<file path="config.mk">
export PLATFORM = sky130hd
export DESIGN_NAME = pc_fetch_unit
export DESIGN_NICKNAME = d
export VERILOG_FILES = /design/src/rtl/mips_pkg.sv /design/src/rtl/pc_fetch_unit_adder.sv /design/src/rtl/pc_fetch_unit.sv
export SDC_FILE = /design/constraint.sdc
export NUM_CORES = 1
export LEC_CHECK = 0
export ABC_AREA = 1
export CAP_MARGIN = 10
export CORE_MARGIN = 2
export CORE_UTILIZATION = 49
export CTS_BUF_LIST = sky130_fd_sc_hd__clkbuf_8
export CTS_CLUSTER_SIZE = 14
export DETAILED_ROUTE_END_ITERATION = 12
export GPL_TIMING_DRIVEN = 0
export HOLD_SLACK_MARGIN = 0.08
export PLACE_DENSITY = 0.95
export RECOVER_POWER = 50
export SKIP_LAST_GASP = 1
export SYNTH_ARGS = -nofsm -noshare
export SYNTH_HDL_FRONTEND = slang
export SYNTH_SLANG_ARGS = --single-unit
export TNS_END_PERCENT = 50
</file>
<file path="constraint.sdc">
create_clock -name clk -period 2.95 [get_ports clk]
set_input_delay 0.4425 -clock clk [delete_from_list [all_inputs] [get_ports clk]]
set_output_delay 0.4425 -clock clk [all_outputs]
set_load 0.005 [all_outputs]
</file>
<file path="src/rtl/mips_pkg.sv">
// Shared MIPS core definitions: widths, fetch defaults and fetch-state encoding.
// Imported by the PC/fetch unit and its PC+4 adder.
package mips_pkg;

    localparam int ADDR_W = 32;
    localparam int JIDX_W = 26;

    localparam logic [ADDR_W-1:0] RESET_PC_DEF = 32'h0000_0000;
    localparam int unsigned       PC_STEP_DEF  = 4;

    typedef enum logic [1:0] {
        IDLE  = 2'd0,
        REQ   = 2'd1,
        VALID = 2'd2
    } fetch_state_e;

    function automatic logic [ADDR_W-1:0] word_align(
        input logic [ADDR_W-1:0] addr
    );
        return {addr[ADDR_W-1:2], 2'b00};
    endfunction

endpackage

</file>
<file path="src/rtl/pc_fetch_unit_adder.sv">
// Combinational adder producing the sequential PC (pc + step).
// Carry out is dropped so the result wraps modulo 2^W.
module pc_fetch_unit_adder
    import mips_pkg::*;
#(
    parameter int W = ADDR_W
) (
    input  logic [W-1:0] a,
    input  logic [W-1:0] b,
    output logic [W-1:0] sum
);

    // Modulo-2^W sum; 0xFFFF_FFFC + 4 wraps silently to zero
    always_comb begin
        sum = a + b;
    end

endmodule

</file>
<file path="src/rtl/pc_fetch_unit.sv">
// PC register and instruction-fetch sequencer (IDLE -> REQ -> VALID).
// Optional build macro PC_FETCH_PERF_EN adds the perf_fetch_count output.
module pc_fetch_unit
    import mips_pkg::*;
#(
    parameter logic [ADDR_W-1:0] RESET_PC = RESET_PC_DEF,
    parameter int unsigned       PC_STEP  = PC_STEP_DEF
) (
    input  logic              clk,
    input  logic              rst_n,
    input  logic              stall,
    input  logic              branch_taken,
    input  logic [ADDR_W-1:0] branch_target,
    input  logic              jump,
    input  logic [JIDX_W-1:0] jump_index,
    input  logic              jr,
    input  logic [ADDR_W-1:0] jr_target,
    output logic              imem_req,
    output logic [ADDR_W-1:0] imem_addr,
    input  logic              imem_ack,
    input  logic [31:0]       imem_rdata,
    output logic [31:0]       instr,
    output logic              instr_valid,
    output logic [ADDR_W-1:0] pc,
    output logic [ADDR_W-1:0] pc_plus4
`ifdef PC_FETCH_PERF_EN
    ,
    output logic [31:0]       perf_fetch_count
`endif
);

    localparam logic [ADDR_W-1:0] STEP = ADDR_W'(PC_STEP);

    fetch_state_e      state_q, state_d;
    logic [ADDR_W-1:0] pc_q, pc_d;
    logic [31:0]       instr_q, instr_d;
    logic              vld_q, vld_d;
    logic              pend_q, pend_d;
    logic [ADDR_W-1:0] pend_tgt_q, pend_tgt_d;
    logic              redirect;
    logic [ADDR_W-1:0] raw_tgt;
    logic [ADDR_W-1:0] tgt;
    logic              accept;

    pc_fetch_unit_adder #(
        .W (ADDR_W)
    ) u_adder (
        .a   (pc_q),
        .b   (STEP),
        .sum (pc_plus4)
    );

    assign redirect = jr | jump | branch_taken;

    // Redirect target select, jr over jump over branch, word aligned
    always_comb begin
        raw_tgt = pc_q;
        unique case (1'b1)
            jr:
                raw_tgt = jr_target;
            (!jr && jump):
                raw_tgt = {pc_plus4[31:28], jump_index, 2'b00};
            (!jr && !jump && branch_taken):
                raw_tgt = branch_target;
            default:
                raw_tgt = pc_q;
        endcase
        tgt = word_align(raw_tgt);
    end

    // Next-state and datapath updates for the fetch sequencer
    always_comb begin
        state_d    = state_q;
        pc_d       = pc_q;
        instr_d    = instr_q;
        vld_d      = vld_q;
        pend_d     = pend_q;
        pend_tgt_d = pend_tgt_q;
        accept     = 1'b0;
        unique case (state_q)
            IDLE: begin
                if (redirect) begin
                    pc_d = tgt;
                end
                state_d = REQ;
            end
            REQ: begin
                if (imem_ack) begin
                    if (redirect) begin
                        // Fetch in flight is wrong-path; newest target wins
                        pc_d   = tgt;
                        pend_d = 1'b0;
                    end else if (pend_q) begin
                        pc_d   = pend_tgt_q;
                        pend_d = 1'b0;
                    end else begin
                        instr_d = imem_rdata;
                        vld_d   = 1'b1;
                        state_d = VALID;
                        accept  = 1'b1;
                    end
                end else if (redirect) begin
                    // Address must stay stable until ack, so defer
                    pend_d     = 1'b1;
                    pend_tgt_d = tgt;
                end
            end
            VALID: begin
                if (redirect) begin
                    vld_d   = 1'b0;
                    pc_d    = tgt;
                    state_d = REQ;
                end else if (!stall) begin
                    vld_d   = 1'b0;
                    pc_d    = pc_plus4;
                    state_d = REQ;
                end
            end
            default: begin
                state_d = IDLE;
            end
        endcase
    end

    // Sequencer state and PC registers
    always_ff @(posedge clk or negedge rst_n) begin
        if (!rst_n) begin
            state_q    <= IDLE;
            pc_q       <= RESET_PC;
            instr_q    <= '0;
            vld_q      <= 1'b0;
            pend_q     <= 1'b0;
            pend_tgt_q <= '0;
        end else begin
            state_q    <= state_d;
            pc_q       <= pc_d;
            instr_q    <= instr_d;
            vld_q      <= vld_d;
            pend_q     <= pend_d;
            pend_tgt_q <= pend_tgt_d;
        end
    end

    assign imem_req    = (state_q == REQ);
    assign imem_addr   = pc_q;
    assign pc          = pc_q;
    assign instr       = instr_q;
    assign instr_valid = vld_q;

`ifdef PC_FETCH_PERF_EN
    logic [31:0] perf_q;

    // Count fetches whose data was delivered to decode
    always_ff @(posedge clk or negedge rst_n) begin
        if (!rst_n) begin
            perf_q <= '0;
        end else if (accept) begin
            perf_q <= perf_q + 32'd1;
        end
    end

    assign perf_fetch_count = perf_q;
`else
    logic unused_accept;
    assign unused_accept = accept;
`endif

endmodule

</file>
==> flow_metrics.py, run 1 <==
metrics = {
    "sta": {
        "setup_viol": 0,
        "min_period_over_period_pct": 99.8,
        "setup_tns_ps": 0,
        "finClkSkew_ps": 16.3,
        "hold_ws_ps": 301,
        "final-hold-violation-count": 0,
        "fin_crit_ps": 2940,
        "grt_setup_unrepaired": "yes",
        "fmax_mhz": 340,
        "relSlewSlack_pct": 13.8,
        "finalMaxSlewViolations": 0,
        "tightest_slew_ps": 1290,
    },
    "clocking": {
        "clk_pin_slew_ps": 110,
        "cts_num_sinks": 96,
        "numCtsBuffers": 9,
        "htree_levels": 3,
        "cts_hold_buffers": 0,
        "cts_tree": "built",
        "root_buffer": "clkbuf_8",
        "clockBufferDepth": 2,
        "insertion_delay_ps": 390,
    },
    "global_route": {
        "grt_max_degree": 50,
        "grt.overflow.total": 0,
        "antenna_found_initial": 0,
        "grt_pass1_wl_microns": 40100,
        "track_usage_pct": 36.1,
        "grt_pass1_vias": 7546,
    },
    "worst_setup_path": {
        "critPathMaxFanout": 5,
        "path_cells": "nand2_1 > nor2_1 > nand2_1 > nor2_2 > nand3_1 > xor2_2 > clkdlybuf4s50_1",
        "crit_required_ps": 2510,
        "slowest_delay_ps": 550,
        "critPathLaunchType": "flip-flop",
        "path_class": "flip-flop to output pin",
        "cp_slowest_cell": "clkdlybuf4s50_1",
        "crit_family": "simple AND/OR/NAND/NOR gates",
        "crit_arrival_ps": 2500,
        "cpMostUsedCell": "nand2_1",
        "cp_num_buf_inv": 1,
        "end_kind": "output pin",
        "r2r_slack_ps": 150,
    },
    "floorplanning": {
        "die_area_sq_mm": 0.0141,
        "core_sq_mm": 0.0128,
        "pin_count": 259,
        "chipHeight_microns": 119,
        "start_util_pct": 50.7,
        "placementRows": 41,
        "die_w_microns": 119,
    },
    "placed_design": {
        "dp_hpwl_microns": 19300,
        "place.gp.congestion": 1.03,
        "port_buffers": 248,
    },
    "synth": {
        "synth_flop_cell": "dfrtp_1",
        "synth_seq_area_share_pct": 37.1,
        "synth_area_sq_mm": 0.00647,
        "synthDominantCellAreaShare_pct": 37.1,
        "ys_types": 42,
        "ys_ff_latch": 96,
        "synthArstFlopShare_pct": 100,
        "synth_area_leader_cell": "dfrtp_1",
        "postSynthAreaPerCell_sq_um": 7.13,
        "synthCells": 907,
        "yosys_warnings": 0,
        "netlist_top_cells_area": "dfrtp_1, nand2_1, mux2_2, buf_4, nand3_1",
        "synth_edf_count": 0,
    },
    "job": {
        "maxCapViolations": 0,
    },
    "power": {
        "leakage_uw": 0.00444,
        "powerDensity_mw_per_mm2": 890,
        "vdd_ir_drop_max_uv": 665,
    },
    "routing": {
        "via_per_inst": 5.77,
        "wl_per_cell_microns": 18.8,
        "wl_microns": 25600,
        "via_count": 7830,
        "postRouteAntennaNets": 0,
        "drc": 0,
        "first_iter_violations": 1123,
        "first_pass_iters": 6,
    },
    "final_layout": {
        "n_antenna_cell": 0,
        "nets": 1314,
        "fillerInstances": 866,
        "drive_above_1_share_pct": 13.0,
        "syn_to_final_growth_pct": 47.3,
    },
    "status": {
        "status": "completed",
    },
    "hold_path": {
        "hold_class": "primary input to async pin",
    },
}
## cell families after synthesis
group                      after synthesis  synth area share [%]
adders and majority gates                5                 0.967
AOI/OAI and AO/OA                      140                  12.4
and+or+nand+nor                        469                  30.8
xor gates and xnor gates                11                  1.49
other                                    1                0.0579
DFF                                     96                  37.1
muxes                                   32                  5.57
buffers and inverters                  153                  11.6
## power by group
group / leakage [uW] / switching [uW] / internal [uW]
Sequential: 0.00119 / 635 / 1910
Combinational: 0.00314 / 2430 / 2560
Clock: 0.000108 / 542 / 412
## cells in the final DEF, fill, tap and decap left out, drive strengths merged, types with 3 or more instances in the layout
master,Yosys,final
clkbuf,21,32
a41oi,4,4
o21ai,60,60
nor3,6,6
a211oi,6,6
nor2,79,79
ha,5,5
a21oi,47,47
a2bb2oi,4,4
conb,1,6
nand3,59,59
dlygate4sd3,0,32
clkdlybuf4s50,0,215
nand4,13,13
buf,55,63
mux2,32,32
xor2,9,9
nand2,305,305
a221oi,5,5
dfrtp,96,96
a22o,4,4
and2,4,4
o211ai,5,5
inv,77,80
clkinv,0,3
## final timing paths
kind                               start            end  cells past startpoint
max reg2reg                   state_q[1]   imem_addr[6]                     10
max                         imem_addr[8]   pc_plus4[21]                      7
min in group clk           pend_tgt_q[9]  pend_tgt_q[9]                      2
max in group asynchronous          rst_n  imem_addr[23]                      2
min                                rst_n       instr[2]                      1
min reg2reg                pend_tgt_q[9]  pend_tgt_q[9]                      2
## sequential cells by signal, indices dropped and copies added (netlist names)
name / flops
instr: 32
instr_valid: 1
pend_q: 1
pend_tgt_q: 30
state_q: 2
imem_addr: 30
## final cells by class
type                    instances  area [sq um]  share of cell area, %
flip-flops and latches         96          2420                   25.4
plain buffers                  76           464                   4.87
clock buffers                   9           124                   1.30
multi-input cells             663          3390                   35.6
clock inverters                 7          87.6                  0.919
well taps                     172           215                   2.26
inverters                      77           289                   3.03
repair buffers                257          2540                   26.7
## per-stage QoR
stage | total power [uW] | utilization, % | setup WS, ps | instances | instance area [sq um]
4_1_cts | 8290 | 73.9 | -17.6 | 1351 | 9440
2_1_floorplan | 4680 | - | 1120 | 912 | 6490
3_3_place_gp | 7130 | 71.9 | -2170 | 1332 | 9190
5_1_grt | 8950 | 74.6 | -106 | 1357 | 9530
3_5_place_dp | 7310 | 72.1 | 342 | 1333 | 9210
6_report | 8480 | 74.6 | 5.15 | 1357 | 9530
## repair_timing
action,CTS,global route
setup endpoints to repair,6,15
pin swaps,1,3
setup buffers,2,6
cloned,0,0
gates resized for setup,1,24
## cells in the mapped netlist, drive strengths merged, types with 4 or more instances
cell type / n
a221oi: 5
buf: 55
a41oi: 4
clkbuf: 21
nand4: 13
ha: 5
and2: 4
a21oi: 47
o211ai: 5
inv: 77
mux2: 32
nand3: 59
a22o: 4
nor2: 79
nand2: 305
xor2: 9
a2bb2oi: 4
nor3: 6
o21ai: 60
a211oi: 6
dfrtp: 96
## metal layers
layer	part of all wire [%]	track usage [%]
met1	35	44.1
met2	47	59.8
met3	13	11.2
met4	4.1	13.6
met5	0	0
No activity file was read; power rests on OpenSTA's default activity.
==> inputs of run 2 (changes only) <==
--- a/config.mk
+++ b/config.mk
@@ -20,4 +20,3 @@
 export SYNTH_ARGS = -nofsm -noshare
 export SYNTH_HDL_FRONTEND = slang
 export SYNTH_SLANG_ARGS = --single-unit
-export TNS_END_PERCENT = 50
==> run 2 against run 1 <==
Compared with the run above:
- the run now ends with setup timing left
- register-to-register slack better by 280 ps
- total power is essentially flat
- die area unchanged
- via count rose by 0.11%
- sequential cell count is the same
- clock power rose by 0.7%
- sequential power about the same
==> flow_metrics.py, run 2 (synthesis gave the netlist of run 1 again) <==
metrics = {
    "floorplanning": {
        "core_sq_mm": 0.0128,
        "chipHeight_microns": 119,
        "die_w_microns": 119,
        "die_area_sq_mm": 0.0141,
        "start_util_pct": 50.7,
        "placementRows": 41,
        "pin_count": 259,
    },
    "global_route": {
        "track_usage_pct": 36.1,
        "grt.overflow.total": 0,
        "grtUsageMet1_pct": 44.1,
        "top_usage_layer": "met2",
        "use_met2_pct": 59.8,
        "gr-usage-met3_pct": 11.2,
        "grt_max_degree": 50,
        "antenna_found_initial": 0,
        "grt_pass1_vias": 7546,
        "grt_pass1_wl_microns": 40100,
    },
    "sta": {
        "final-hold-violation-count": 0,
        "grt_setup_unrepaired": "yes",
        "relSlewSlack_pct": 13.9,
        "min_period_over_period_pct": 101,
        "fmax_mhz": 335,
        "fin_ws_ps": -33.0,
        "fin_crit_ps": 2980,
        "finalMaxSlewViolations": 0,
        "setup_tns_ps": -33.0,
        "tightest_slew_ps": 1290,
        "finClkSkew_ps": 18.3,
        "setup_viol": 1,
    },
    "final_layout": {
        "n_antenna_cell": 0,
        "syn_to_final_growth_pct": 47.2,
        "final_cell_mix": "nand2_1, clkdlybuf4s50_1, dfrtp_1, inv_1, nor2_1",
        "largest_reg_flops": 32,
        "final_common_cell": "nand2_1",
        "fin_util_pct": 74.6,
        "drive_above_1_share_pct": 13.0,
        "nets": 1313,
    },
    "power": {
        "powerDensity_mw_per_mm2": 891,
        "leakage_uw": 0.00444,
        "finalPower_uw": 8490,
        "vdd_ir_drop_max_uv": 671,
    },
    "routing": {
        "first_pass_iters": 7,
        "postRouteAntennaNets": 0,
        "via_count": 7839,
        "wl_microns": 25600,
        "first_iter_violations": 1152,
        "drc": 0,
        "via_per_inst": 5.78,
        "wl_per_cell_microns": 18.9,
    },
    "clocking": {
        "clockBufferDepth": 2,
        "cts_hold_buffers": 0,
        "numCtsBuffers": 9,
        "clk_pin_slew_ps": 110,
        "htree_levels": 3,
        "cts_num_sinks": 96,
        "cts_tree": "built",
        "insertion_delay_ps": 390,
        "root_buffer": "clkbuf_8",
    },
    "worst_setup_path": {
        "crit_required_ps": 2510,
        "r2r_slack_ps": 430,
        "slowest_delay_ps": 550,
        "path_cells": "nand2_1 > nor2_1 > nand2_1 > nor2_2 > nand3_1 > xor2_2 > clkdlybuf4s50_1",
        "end_kind": "output pin",
        "critPathLaunchType": "flip-flop",
        "cpMostUsedCell": "nand2_1",
        "critPathMaxFanout": 5,
        "crit_arrival_ps": 2540,
        "path_class": "flip-flop to output pin",
        "cp_slowest_cell": "clkdlybuf4s50_1",
    },
    "hold_path": {
        "hold_class": "primary input to async pin",
    },
    "placed_design": {
        "port_buffers": 248,
        "place.gp.congestion": 1.03,
        "dp_hpwl_microns": 19300,
    },
    "job": {
        "maxCapViolations": 0,
    },
    "status": {
        "status": "finished, violations left",
        "violations": "setup timing",
    },
}
==> run 2: changes by cell type in the layout (fill, tap and decap cells not counted), sizes merged <==
cell,previous run,this run
clkbuf,32,31
==> run 2: timing repair <==
item	4_1_cts	5_1_grt
buffers inserted	2	6
endpoints found under the setup margin	6	15
pin swaps	1	3
gates resized for setup	1	24
==> run 2: layout make-up <==
type | count | area [sq um]
multi-input combinational | 663 | 3390
fill | 868 | 3250
timing repair buffer | 257 | 2540
sequential | 96 | 2420
buffer | 75 | 460
inverter | 77 | 289
tap | 172 | 215
clock buffer | 9 | 124
clock inverter | 7 | 87.6
==> run 2: critical path, delay by kind of cell (launching register included) <==
family	cells	cell delay (ps)
AND/OR/NAND/NOR	5	880
buffers and inverters	1	550
flip-flops	1	450
XOR/XNOR	1	260
==> run 2: metrics by stage <==
| stage | hold WS [ps] | setup WS, ps | cell area, sq um | instances |
|---|---|---|---|---|
| 6_report | 300 | -33.0 | 9530 | 1356 |
| 5_1_grt | 396 | -106 | 9530 | 1356 |
| 3_5_place_dp | 461 | 342 | 9210 | 1333 |
| 4_1_cts | 96.5 | -17.6 | 9440 | 1351 |
| 2_1_floorplan | 147 | 1120 | 6490 | 912 |
| 3_3_place_gp | 458 | -2170 | 9190 | 1332 |
==> run 2: power by group <==
group	total [uW]	internal, uW	switching (uW)
Clock	961	412	549
Sequential	2550	1910	634
Combinational	4980	2560	2420
Total	8490	4880	3610
==> run 2: routing by layer <==
layer	wire length, microns	share of wire [%]
met5	0	0
met1	9040	35
met4	969	3.8
met3	3460	13
met2	12200	47
==> run 2: worst paths after layout <==
kind                            cells after the start             end     startpoint
worst max-delay path                                7    pc_plus4[21]   imem_addr[8]
worst min-delay path                                1  pend_tgt_q[23]          rst_n
worst max register to register                      9    imem_addr[6]     state_q[0]
worst min register to register                      2   pend_tgt_q[9]  pend_tgt_q[9]
max in group asynchronous                           2   imem_addr[23]          rst_n
min in group clk                                    2   pend_tgt_q[9]  pend_tgt_q[9]
